**src/rtl/memory_arbiter.sv**
```systemverilog
// memory_arbiter
//
// Puts instruction fetches and data reads/writes onto a single RAM port, one
// access at a time. Each completed access gives a one-cycle ihit/dhit pulse
// and the registered read word on iload/dload. These hit pulses drive the
// hazard unit's pipeline enables and flushes.
//
// When both sides are waiting in IDLE, the arbiter grants the side that was
// not served last. A sticky timeout_err flag records any access that waited
// TIMEOUT or more cycles without the RAM answering ACCESS.
//
// Ports
//   CLK          system clock, rising edge
//   nRST         asynchronous active-low reset
//   iREN, iaddr  instruction read request, held until ihit
//   dREN, dWEN   data read / write request, held until dhit
//   daddr        data address
//   dstore       data write value
//   ramstate     RAM status: FREE=0, BUSY=1, ACCESS=2, ERROR=3
//   ramload      RAM read data, valid when ramstate is ACCESS
//   ramREN       RAM read strobe
//   ramWEN       RAM write strobe
//   ramaddr      RAM address
//   ramstore     RAM write data
//   ihit, dhit   one-cycle access-complete pulses
//   iload        last instruction word read
//   dload        last data word read
//   timeout_err  sticky access timeout flag, cleared only by reset
//
// state | meaning
// IDLE  | no access in flight, arbitrating pending requests
// IACC  | instruction read presented to RAM, waiting for ACCESS
// DACC  | data read/write presented to RAM, waiting for ACCESS
// HIT   | hit pulse for the access just completed, requests ignored
module memory_arbiter #(
    parameter int TIMEOUT = 15
) (
    input  logic        CLK,
    input  logic        nRST,
    input  logic        iREN,
    input  logic [31:0] iaddr,
    input  logic        dREN,
    input  logic        dWEN,
    input  logic [31:0] daddr,
    input  logic [31:0] dstore,
    input  logic [1:0]  ramstate,
    input  logic [31:0] ramload,
    output logic        ramREN,
    output logic        ramWEN,
    output logic [31:0] ramaddr,
    output logic [31:0] ramstore,
    output logic        ihit,
    output logic        dhit,
    output logic [31:0] iload,
    output logic [31:0] dload,
    output logic        timeout_err
);

    localparam int CW = $clog2(TIMEOUT + 1);
    localparam logic [CW-1:0] CNT_MAX = CW'(TIMEOUT);
    localparam logic [CW-1:0] CNT_ONE = CW'(1);
    localparam logic [1:0] RAM_ACCESS = 2'd2;

    typedef enum logic [1:0] {
        IDLE = 2'd0,
        IACC = 2'd1,
        DACC = 2'd2,
        HIT  = 2'd3
    } state_t;

    state_t        state;
    state_t        next_state;
    logic          last_grant;   // 1: data was served last, 0: instruction
    logic [31:0]   req_addr;
    logic [31:0]   req_store;
    logic          req_wr;
    logic [CW-1:0] wait_cnt;
    logic          grant_i;
    logic          grant_d;
    logic          in_acc;
    logic          ram_done;

    assign in_acc   = (state == IACC) || (state == DACC);
    assign ram_done = (ramstate == RAM_ACCESS);

    // Arbitration and next state
    always_comb begin
        grant_i    = 1'b0;
        grant_d    = 1'b0;
        next_state = state;
        case (state)
            IDLE: begin
                if (iREN && (dREN || dWEN)) begin
                    if (last_grant) grant_i = 1'b1;
                    else            grant_d = 1'b1;
                end else if (iREN) begin
                    grant_i = 1'b1;
                end else if (dREN || dWEN) begin
                    grant_d = 1'b1;
                end
                if (grant_i)      next_state = IACC;
                else if (grant_d) next_state = DACC;
            end
            IACC, DACC: begin
                if (ram_done) next_state = HIT;
            end
            HIT: begin
                next_state = IDLE;
            end
            default: next_state = IDLE;
        endcase
    end

    // Strobes and hits are decoded from state so that reset drops them
    // immediately.
    always_comb begin
        ramREN   = in_acc && !req_wr;
        ramWEN   = in_acc && req_wr;
        ramaddr  = in_acc ? req_addr : 32'd0;
        ramstore = in_acc ? req_store : 32'd0;
        ihit     = (state == HIT) && !last_grant;
        dhit     = (state == HIT) && last_grant;
    end

    always_ff @(posedge CLK or negedge nRST) begin
        if (!nRST) begin
            state <= IDLE;
        end else begin
            state <= next_state;
        end
    end

    always_ff @(posedge CLK or negedge nRST) begin
        if (!nRST) begin
            last_grant  <= 1'b0;
            req_addr    <= 32'd0;
            req_store   <= 32'd0;
            req_wr      <= 1'b0;
            wait_cnt    <= '0;
            iload       <= 32'd0;
            dload       <= 32'd0;
            timeout_err <= 1'b0;
        end else begin
            if (grant_i) begin
                req_addr   <= iaddr;
                req_store  <= 32'd0;
                req_wr     <= 1'b0;
                last_grant <= 1'b0;
                wait_cnt   <= '0;
            end else if (grant_d) begin
                req_addr   <= daddr;
                req_store  <= dstore;
                req_wr     <= dWEN;    // a write wins over a simultaneous read
                last_grant <= 1'b1;
                wait_cnt   <= '0;
            end else if (in_acc) begin
                if (ram_done) begin
                    if (state == IACC)  iload <= ramload;
                    else if (!req_wr)   dload <= ramload;
                end else if (wait_cnt != CNT_MAX) begin
                    wait_cnt <= wait_cnt + CNT_ONE;
                end
            end

            // The flag is registered, so it rises one cycle after the
            // counter saturates.
            if (wait_cnt == CNT_MAX) timeout_err <= 1'b1;
        end
    end

endmodule
```
**config.mk**
```make
export PLATFORM = sky130hd
export DESIGN_NAME = memory_arbiter
export DESIGN_NICKNAME = d
export VERILOG_FILES = /design/src/rtl/memory_arbiter.sv
export SDC_FILE = /design/constraint.sdc
export NUM_CORES = 1
export LEC_CHECK = 0
export CAP_MARGIN = 20
export CORE_UTILIZATION = 42
export CTS_CLUSTER_DIAMETER = 120
export CTS_CLUSTER_SIZE = 20
export DETAILED_ROUTE_END_ITERATION = 10
export GPL_TIMING_DRIVEN = 0
export HOLD_SLACK_MARGIN = 0.03
export MAX_ROUTING_LAYER = met4
export PLACE_DENSITY_LB_ADDON = 0.08
export SKIP_CTS_REPAIR_TIMING = 1
export SYNTH_ARGS = -nofsm -noshare
export SYNTH_HDL_FRONTEND = slang
export SYNTH_SLANG_ARGS = --single-unit
export TNS_END_PERCENT = 1
```
**constraint.sdc**
```tcl
create_clock -name CLK -period 2.2 [get_ports CLK]
set_input_delay 0.66 -clock CLK [delete_from_list [all_inputs] [get_ports CLK]]
set_output_delay 0.66 -clock CLK [all_outputs]
set_load 0.01 [all_outputs]
```
== Word level (Yosys, flattened, before mapping) ==
Index checks and enable logic that the tools add are counted.
Storage, ports and cells
  flip-flop bits (word level): 137
  bits of input ports: 135
  output and inout port bits: 133
Cells by class
  equal/unequal tests: 9
  reductions and logical operators: 18
  bitwise operators: 4
  add/sub/neg operators: 1
  mux-type cells: 30
Operators by type and width (number)
  $mux W32: 6
  $mux W4: 5
  $mux W1: 15
  $eq A2 B2 Y1 const B: 3
  $mux W2: 3
  $ne A3 B3 Y1 const B: 2
  $pmux W2 S3: 1
  $reduce_and A6 Y1: 1
  $reduce_bool A3 Y1: 2
  $logic_and A1 B1 Y1: 5
  $reduce_and A5 Y1: 1
  $add A4 B1 Y4 const B: 1
  $eq A4 B4 Y1 const B: 1
  $ne A4 B4 Y1 const B: 1
  $not A1 Y1: 4
  $reduce_and A3 Y1: 1
  $eq A2 B1 Y1 const B: 1
  $logic_not A1 Y1: 2
  $logic_not A2 Y1: 1
  $logic_or A1 B1 Y1: 2
  $ne A2 B2 Y1 const B: 1
  $reduce_and A2 Y1: 1
  $reduce_bool A2 Y1: 1
  $reduce_or A2 Y1: 1

== Longest topological paths before layout ==
Gate-level depths: netlist (run 1).
  depth in word-level cells: 8
  gate-level depth with buffers: 8
  gate-level depth less buffers: 5

== Worst setup path before layout (run 1) ==
No wires, ideal clock.
  kind: input to register
  from: in iREN
  to: reg dload[22]
  arrival time: 2058 ps
  required time: 2075 ps
  setup slack: 17 ps
  cell stages on the path: 6
  cell sequence: buf_6 -> o31a_1 -> buf_6 -> nor4b_4 -> buf_6 -> mux2_2
Between the ends
  word-level cells in the longest chain between the ends: 6
  elaborated cells between the ends (all ways): 12
  those cells by class: mux: 8; bitwise: 2; reduce/logical: 2
Ends and longest elaborated chain
  from (decl): RTL line 40  | input logic iREN,
  $mux W1 / $logic_and A1 B1 Y1 (equally long branches): RTL line 96, 93
  $mux W1: RTL line 93  | if (iREN && (dREN || dWEN)) begin
  $mux W1 (2 in series): RTL line 91  | case (state)
  $not A1 Y1 (no source line)
  $reduce_and A6 Y1 (no source line) *
  to (signal assigned): RTL line 159  | else if (!req_wr) dload <= ramload;
  to (decl): RTL line 55  | output logic [31:0] dload,
Every way passes the cells marked *; elsewhere a longest branch is shown, timed or not. The select of a mux whose other input is x is not followed.
A chain may end at the register's enable or synchronous reset.

== Worst setup path in the final report (run 1) ==
  from: reg state[1]
  to: out ramaddr[28]
Between the ends
  word-level cells in the longest chain between the ends: 3
  elaborated cells between the ends (all ways): 4
  those cells by class: eq/ne: 2; mux: 1; reduce/logical: 1
Ends and longest elaborated chain
  from (decl): RTL line 71  | state_t state;
  from (signal assigned): RTL line 129  | state <= next_state;
  $eq A2 B1 Y1 / $eq A2 B2 Y1 (equally long branches): RTL line 83  | assign in_acc = (state == IACC) || (state == DACC);
  $logic_or A1 B1 Y1 *: RTL line 83
  $mux W32 *: RTL line 119  | ramaddr = in_acc ? req_addr : 32'd0;
  to (decl): RTL line 50  | output logic [31:0] ramaddr,
Every way passes the cells marked *; elsewhere a longest branch is shown, timed or not.

==> results by group, run 1 <==
Global route
  • Initial antenna violation count: 1
  • First-pass GRT wire length: 27100 um
  • Number of global-route vias before repair: 5395
  • Largest net degree at the start of global routing: 72
  • GR Overflow Total: 0
  • Gr usage total: 24.9%

Logic synthesis
  • Primary FF master, synth: dfrtp_1
  • FFs w/ async S/R, synth: 100%
  • Synth Cell Area: 6060 um2
  • Yosys top cell area share: 56.6%
  • Number of synthesized register bits: 137
  • Count of flip-flops with a built-in enable after synthesis: 0
  • Cell taking the most area after synthesis: dfrtp_1
  • Syn Nets: 659
  • Syn Area/Cell: about 12 um2
  • Number of distinct library cells after synthesis: 41
  • Synthesized instance count: 520
  • Synth warn: 0
  • Seq/Total Area, Yosys: 56.6%
  • Top post-synthesis cells by area: dfrtp_1 (57%), mux2_2 (11%), and2_1 (6.8%)

Timing
  • Max Slew Vio Count: 0
  • Fmax: 407 MHz
  • Relative slew slack: 56.7%
  • Fin crit share: 112%
  • Final Hold Fails: 0
  • Worst Max-Slew Pin Slew: roughly 0.65 ns
  • RSZ-0062 raised after global routing: true
  • Final setup viols: 96
  • Crit path time final: between 2 and 2.5 ns
  • Worst Skew: 0.00434 ns
  • Fin worst setup slack: -0.257 ns

Pwr
  • Clk pwr share: 18.1%
  • Leak Pwr: around 4.3 nW
  • Pint: 10.1 mW
  • Flop pwr share: 27.6%
  • Switching part of the total power: 35.6%
  • NetSw: 5.59 mW
  • VDD IR max: 0.000870 V
  • Cell Pwr Density: 1610 nW/um2
  • Comb pwr share: 54.3%

Critical path
  • R2R setup slack: -0.04 ns
  • Critical Path RT: ~1.5 ns
  • Setup crit start kind: flip-flop
  • Crit path to: ramaddr[28]
  • R2r endpoint: dload[3]$_DFFE_PN0P_
  • Crit path kind: reg -> out
  • Reg-to-Reg Start: state[0]$_DFFE_PN0P_
  • Cells on worst reg2reg path: 9
  • CP arrival: 1.80 ns
  • Crit path top cell by count: buf_6
  • Largest stage delay, worst path: 0.39 ns
  • Critical path peak fanout: 6
  • Worst Setup End Kind: primary output
  • Worst setup startpoint: state[1]$_DFFE_PN0P_
  • Crit-path cells: inv_2 > ha_4 > buf_6 > buf_6 > clkbuf_16 > and2_4 > buf_6
  • CP max stage cell: dfrtp_1

Die
  • Number of I/O pins: about 270
  • Num rows: 43
  • CORE AREA: between 10000 and 15000 um2
  • Die height: 122 um
  • Die W: 122 um
  • Starting Density: 43.3%
  • DIE AREA: 14900 um2

Clock tree
  • CTS max path bufs: 2
  • Clk slew on worst S/H paths: 0.06 ns
  • Clock Sinks: 137
  • H-tree depth: 4
  • Worst skew pair latency: 0.43 ns
  • CTS Root Buffer Type: clkbuf_16
  • Num CTS Buffers: 17
  • TritonCTS clock tree: yes

Drt
  • Drt via density: 5.32
  • Via count: 5398
  • First-iteration detailed-routing DRC count: 224
  • Avg WL per Cell: 18.1 um
  • ANT nets after route: 0
  • Remaining DRCs: 0
  • Pre-antenna DRT Iters: 5
  • Final WL: 18300 um

Place
  • Post-DP Area: 8970 um2
  • Hpwl dp: 13100 um
  • Placed insts: 967
  • I/O Buffers: 266
  • Placer Congestion: 0.838
  • DP Worst Slack: -0.831 ns

Finish
  • Finished Cell Area: 9740 um2
  • Commonest non-fill, non-tap cell in the layout: clkdlybuf4s50_1
  • Area delta synth->final: 60.8%
  • Fillers: 1073
  • Most frequent cells in the layout: clkdlybuf4s50_1 (195), dfrtp_1 (137), mux2_2 (60)
  • Fraction of layout cells with a size suffix above 1: 27.7%
  • Non-filler cells, final: ~1000
  • Nets: 960

Run status
  • Status: finished, violations left
  • Failing checks: negative setup slack

Job
  • Max Cap Viol: 0

Min path
  • Hold crit path type: in -> async
## kinds of logic after synthesis
group / count (synthesis) / synth area share (%)
flops: 137 / 56.6
mux: 66 / 12.2
compound gates: 144 / 15.2
simple gates: 123 / 11.4
buf+inv: 46 / 3.68
fa+ha+maj: 4 / 0.826
## registers in the layout (all words and copies together), names as in the netlist
signal and cells:
state 2, req_store 32, req_wr 1, iload 32, wait_cnt 4, timeout_err 1, dload 32, req_addr 32
last_grant 1
## how the worst min path moves through the flow
stage / cells after the start / from / slack [ns] / end
6_report: 1 / nRST / 0.21 / iload[21]$_DFFE_PN0P_
5_1_grt: 1 / nRST / 0.26 / iload[21]$_DFFE_PN0P_
4_1_cts: 1 / nRST / 0.24 / iload[18]$_DFFE_PN0P_
3_5_place_dp: 1 / timeout_err$_DFFE_PN0N_ / 0.46 / timeout_err$_DFFE_PN0N_
3_3_place_gp: 1 / timeout_err$_DFFE_PN0N_ / 0.46 / timeout_err$_DFFE_PN0N_
2_1_floorplan: 0 / nRST / 0.36 / dload[0]$_DFFE_PN0P_
## stage by stage
| stage | setup TNS [ns] | utilization (%) | total power, mW | hold WS, ns |
|---|---|---|---|---|
| final | -12.84 | 69.6 | 15.7 | 0.215 |
| after global routing | -22.36 | 69.6 | 16.6 | 0.259 |
| after CTS | -86.67 | 68.4 | 15.0 | 0.241 |
| after detailed placement | -103.58 | 64.2 | 12.1 | 0.460 |
| after global placement | -766.28 | 63.9 | 11.9 | 0.456 |
| after floorplan | 0 | - | 8.02 | 0.364 |
## cells in the mapped netlist (all sizes together), types with 2 or more instances
cell    number
dfrtp      137
and2        67
mux2        64
a21oi       36
nor2        33
a22o        32
o21ai       32
a31oi       31
clkbuf      30
buf         12
nand2        5
ha           4
inv          4
nand2b       4
nor2b        3
o31ai        3
mux2i        2
nand3        2
nand4        2
nor3         2
## critical path, delay by kind of cell (launching register included)
kind / cells / cell delay, ns
buffers and inverters: 5 / 0.62
adder cells (fa/ha/maj): 1 / 0.23
flip-flops: 1 / 0.39
AND/OR/NAND/NOR: 1 / 0.13
## per-layer routing
metal	vias up	track usage, %	wire length [um]
met5	-	-	0
met4	0	11.4	548
met3	42	7.07	1260
met2	226	40.4	9170
met1	2673	28.5	7370
li1	2457	-	-
## layout make-up
type | instances | area (um2) | share of cell area (%)
Clock buffer | 17 | 425 | 4.37
Buffer | 42 | 283 | 2.90
Antenna cell | 1 | 2.50 | 0.0257
Multi-Input combinational cell | 337 | 2500 | 25.7
Clock inverter | 15 | 169 | 1.73
Sequential cell | 137 | 3430 | 35.2
Timing Repair Buffer | 282 | 2690 | 27.7
Inverter | 4 | 15.0 | 0.154
Tap cell | 180 | 225 | 2.31
## power by group through the flow
stage / logic [mW] / registers [mW] / clock network [mW]
5_1_grt: 9.15 / 4.46 / 3.01
3_3_place_gp: 7.64 / 4.26 / 0
4_1_cts: 7.84 / 4.30 / 2.89
6_report: 8.52 / 4.32 / 2.84
3_5_place_dp: 7.79 / 4.33 / 0
2_1_floorplan: 3.54 / 4.49 / 0
(Power assumes the default switching activity.)
==> run 2, diff against run 1 <==
clock period = 2.4 ns   (was 2.2 ns; I/O delays follow)
==> results by group, run 2 (same netlist as run 1, synthesis figures left out) <==
Timing
  • Fin crit share: 106%
  • Fmax: between 300 and 400 MHz
  • Relative slew slack: 56.5% (-0.20 points)
  • Setup TNS Final: -3.44 ns (+9.40 ns)
  • Crit path time final: 2.53 ns
  • Hold WS: 0.274 ns (+0.0594 ns)
  • Max Slew Vio Count: 0 (unchanged)
  • Worst Skew: 0.00473 ns (+0.000392 ns)
  • Fin worst setup slack: -0.134 ns (+0.123 ns)
  • Worst Max-Slew Pin Slew: 0.653 ns (+0.00295 ns)
  • Final Hold Fails: 0 (unchanged)
  • Final setup viols: 38 (-60%)
  • RSZ-0062 raised after global routing: true

Pwr
  • Pint: 8.67 mW (-14%)
  • Leak Pwr: 4.33 nW (+1.0%)
  • NetSw: 4.88 mW (-13%)
  • Clk pwr share: 19.2% (+1.1 points)
  • Switching part of the total power: 36.0% (+0.40 points)
  • Comb pwr share: 51.7% (-2.6 points)
  • Flop pwr share: 29.1% (+1.5 points)
  • Final Power: 13.6 mW (-14%)
  • Cell Pwr Density: 1420 nW/um2 (-11%)
  • VDD IR max: 0.000664 V (-24%)

Min path
  • Hold crit path type: in -> async

Place
  • Post-DP Area: 8970 um2 (unchanged)
  • Placer Congestion: 0.838 (unchanged)
  • I/O Buffers: 266 (unchanged)
  • DP Worst Slack: -0.691 ns (+0.140 ns)
  • Hpwl dp: 13100 um (unchanged)
  • Placed insts: 967 (unchanged)

Clock tree
  • Num CTS Buffers: 17 (unchanged)
  • Worst skew pair latency: 0.43 ns (about the same)
  • CTS Root Buffer Type: clkbuf_16
  • CTS max path bufs: 2 (unchanged)
  • TritonCTS clock tree: yes
  • Clock Sinks: 137 (unchanged)
  • H-tree depth: 4 (unchanged)
  • Clk slew on worst S/H paths: 0.06 ns (about the same)

Critical path
  • R2R setup slack: 0.15 ns (+0.19 ns)
  • Crit path to: ramstore[11]
  • Crit path kind: reg -> out
  • CP arrival: 1.81 ns (about the same)
  • Worst setup startpoint: state[0]$_DFFE_PN0P_
  • Reg-to-Reg Start: state[0]$_DFFE_PN0P_
  • Setup crit start kind: flip-flop
  • Critical Path RT: 1.68 ns (+0.14 ns)
  • Worst Setup End Kind: primary output
  • Cells on worst reg2reg path: 7 (-2)
  • R2r endpoint: req_store[9]$_DFFE_PN0P_
  • Critical path peak fanout: 10 (+4)

Drt
  • Remaining DRCs: 0 (unchanged)
  • Pre-antenna DRT Iters: 5 (unchanged)
  • Avg WL per Cell: 17.7 um (-2.0%)
  • Via count: 5291 (-2.0%)
  • Final WL: 17900 um (-2.7%)
  • Drt via density: 5.25 (-1.3%)
  • ANT nets after route: 0 (unchanged)
  • First-iteration detailed-routing DRC count: 234 (+4.5%)

Finish
  • Post-layout util: 68.0% (-1.6 points)
  • Fraction of layout cells with a size suffix above 1: 22.1% (-5.6 points)
  • Finished Cell Area: 9520 um2 (-2.3%)
  • Area delta synth->final: 57.1%
  • Non-filler cells, final: 1008 (-0.69%)
  • Nets: 953 (-0.73%)
  • Commonest non-fill, non-tap cell in the layout: clkdlybuf4s50_1
  • Most frequent cells in the layout: clkdlybuf4s50_1 (195), dfrtp_1 (137), and2_1 (63)

Die
  • CORE AREA: 14000 um2 (unchanged)
  • Starting Density: 43.3% (unchanged)
  • Num rows: 43 (unchanged)
  • DIE AREA: 14900 um2 (unchanged)
  • Die height: 122 um (unchanged)
  • Number of I/O pins: 268 (unchanged)
  • Die W: 122 um (unchanged)

Global route
  • Largest net degree at the start of global routing: 72 (unchanged)
  • Initial antenna violation count: 1 (unchanged)
  • Number of global-route vias before repair: 5395 (unchanged)
  • Gr usage total: 24.9% (unchanged)
  • First-pass GRT wire length: 27100 um (unchanged)
  • GR Overflow Total: 0 (unchanged)

Run status
  • Failing checks: negative setup slack
  • Status: finished, violations left

Job
  • Max Cap Viol: 0 (unchanged)
==> run 2: changes by cell type in the layout (fill, tap and decap cells not counted), moves of 2 or more <==
cell,previous run,this run
buf_1,1,3
and2_1,39,63
and2_4,27,3
buf_6,46,18
buf_2,6,42
dlymetal6s2s_1,2,15
clkbuf_16,19,17
clkbuf_2,38,9
==> run 2: worst max-delay path: stages (launching register included) <==
cell,delay [ns]
dfrtp_1,0.39
inv_2,0.07
ha_4,0.31
buf_6,0.11
buf_8,0.12
buf_6,0.12
and2_1,0.13
buf_2,0.13
==> run 2: power by group through the flow <==
stage               logic, mW  registers [mW]  clock network [mW]
floorplan                3.24            4.11                   0
global placement         7.00            3.91                   0
detailed placement       7.14            3.97                   0
CTS                      7.19            3.94                2.65
global route             7.60            4.07                2.76
finish                   7.01            3.95                2.60
==> run 2: layout make-up <==
class / count / area [um2]
Clock buffer: 17 / 425
Clock inverter: 15 / 169
Antenna cell: 1 / 2.50
Sequential cell: 137 / 3430
Timing Repair Buffer: 275 / 2550
Multi-Input combinational cell: 337 / 2440
Inverter: 4 / 15.0
Fill cell: 1093 / 4470
Tap cell: 180 / 225
Buffer: 42 / 264
==> run 2: worst min-delay path by stage <==
stage,startpoint,to,slack [ns],cells after the start
CTS,nRST,iload[18]$_DFFE_PN0P_,0.30,1
floorplan,nRST,dload[0]$_DFFE_PN0P_,0.42,0
finish,nRST,iload[21]$_DFFE_PN0P_,0.27,1
detailed placement,timeout_err$_DFFE_PN0N_,timeout_err$_DFFE_PN0N_,0.46,1
global placement,timeout_err$_DFFE_PN0N_,timeout_err$_DFFE_PN0N_,0.46,1
global route,nRST,iload[21]$_DFFE_PN0P_,0.32,1
==> run 2: layer usage <==
layer	track usage, %	wire [um]	vias up
met2	40.4	8850	223
met3	7.07	1270	40
met4	11.4	541	0
met1	28.5	7190	2586
li1	-	-	2442
met5	-	0	-
==> run 3, diff against run 2 <==
SLEW_MARGIN = 0   (was unset)
==> results of run 3 <==
Same layout as run 2: the final DEF is identical, and so are final timing and power.
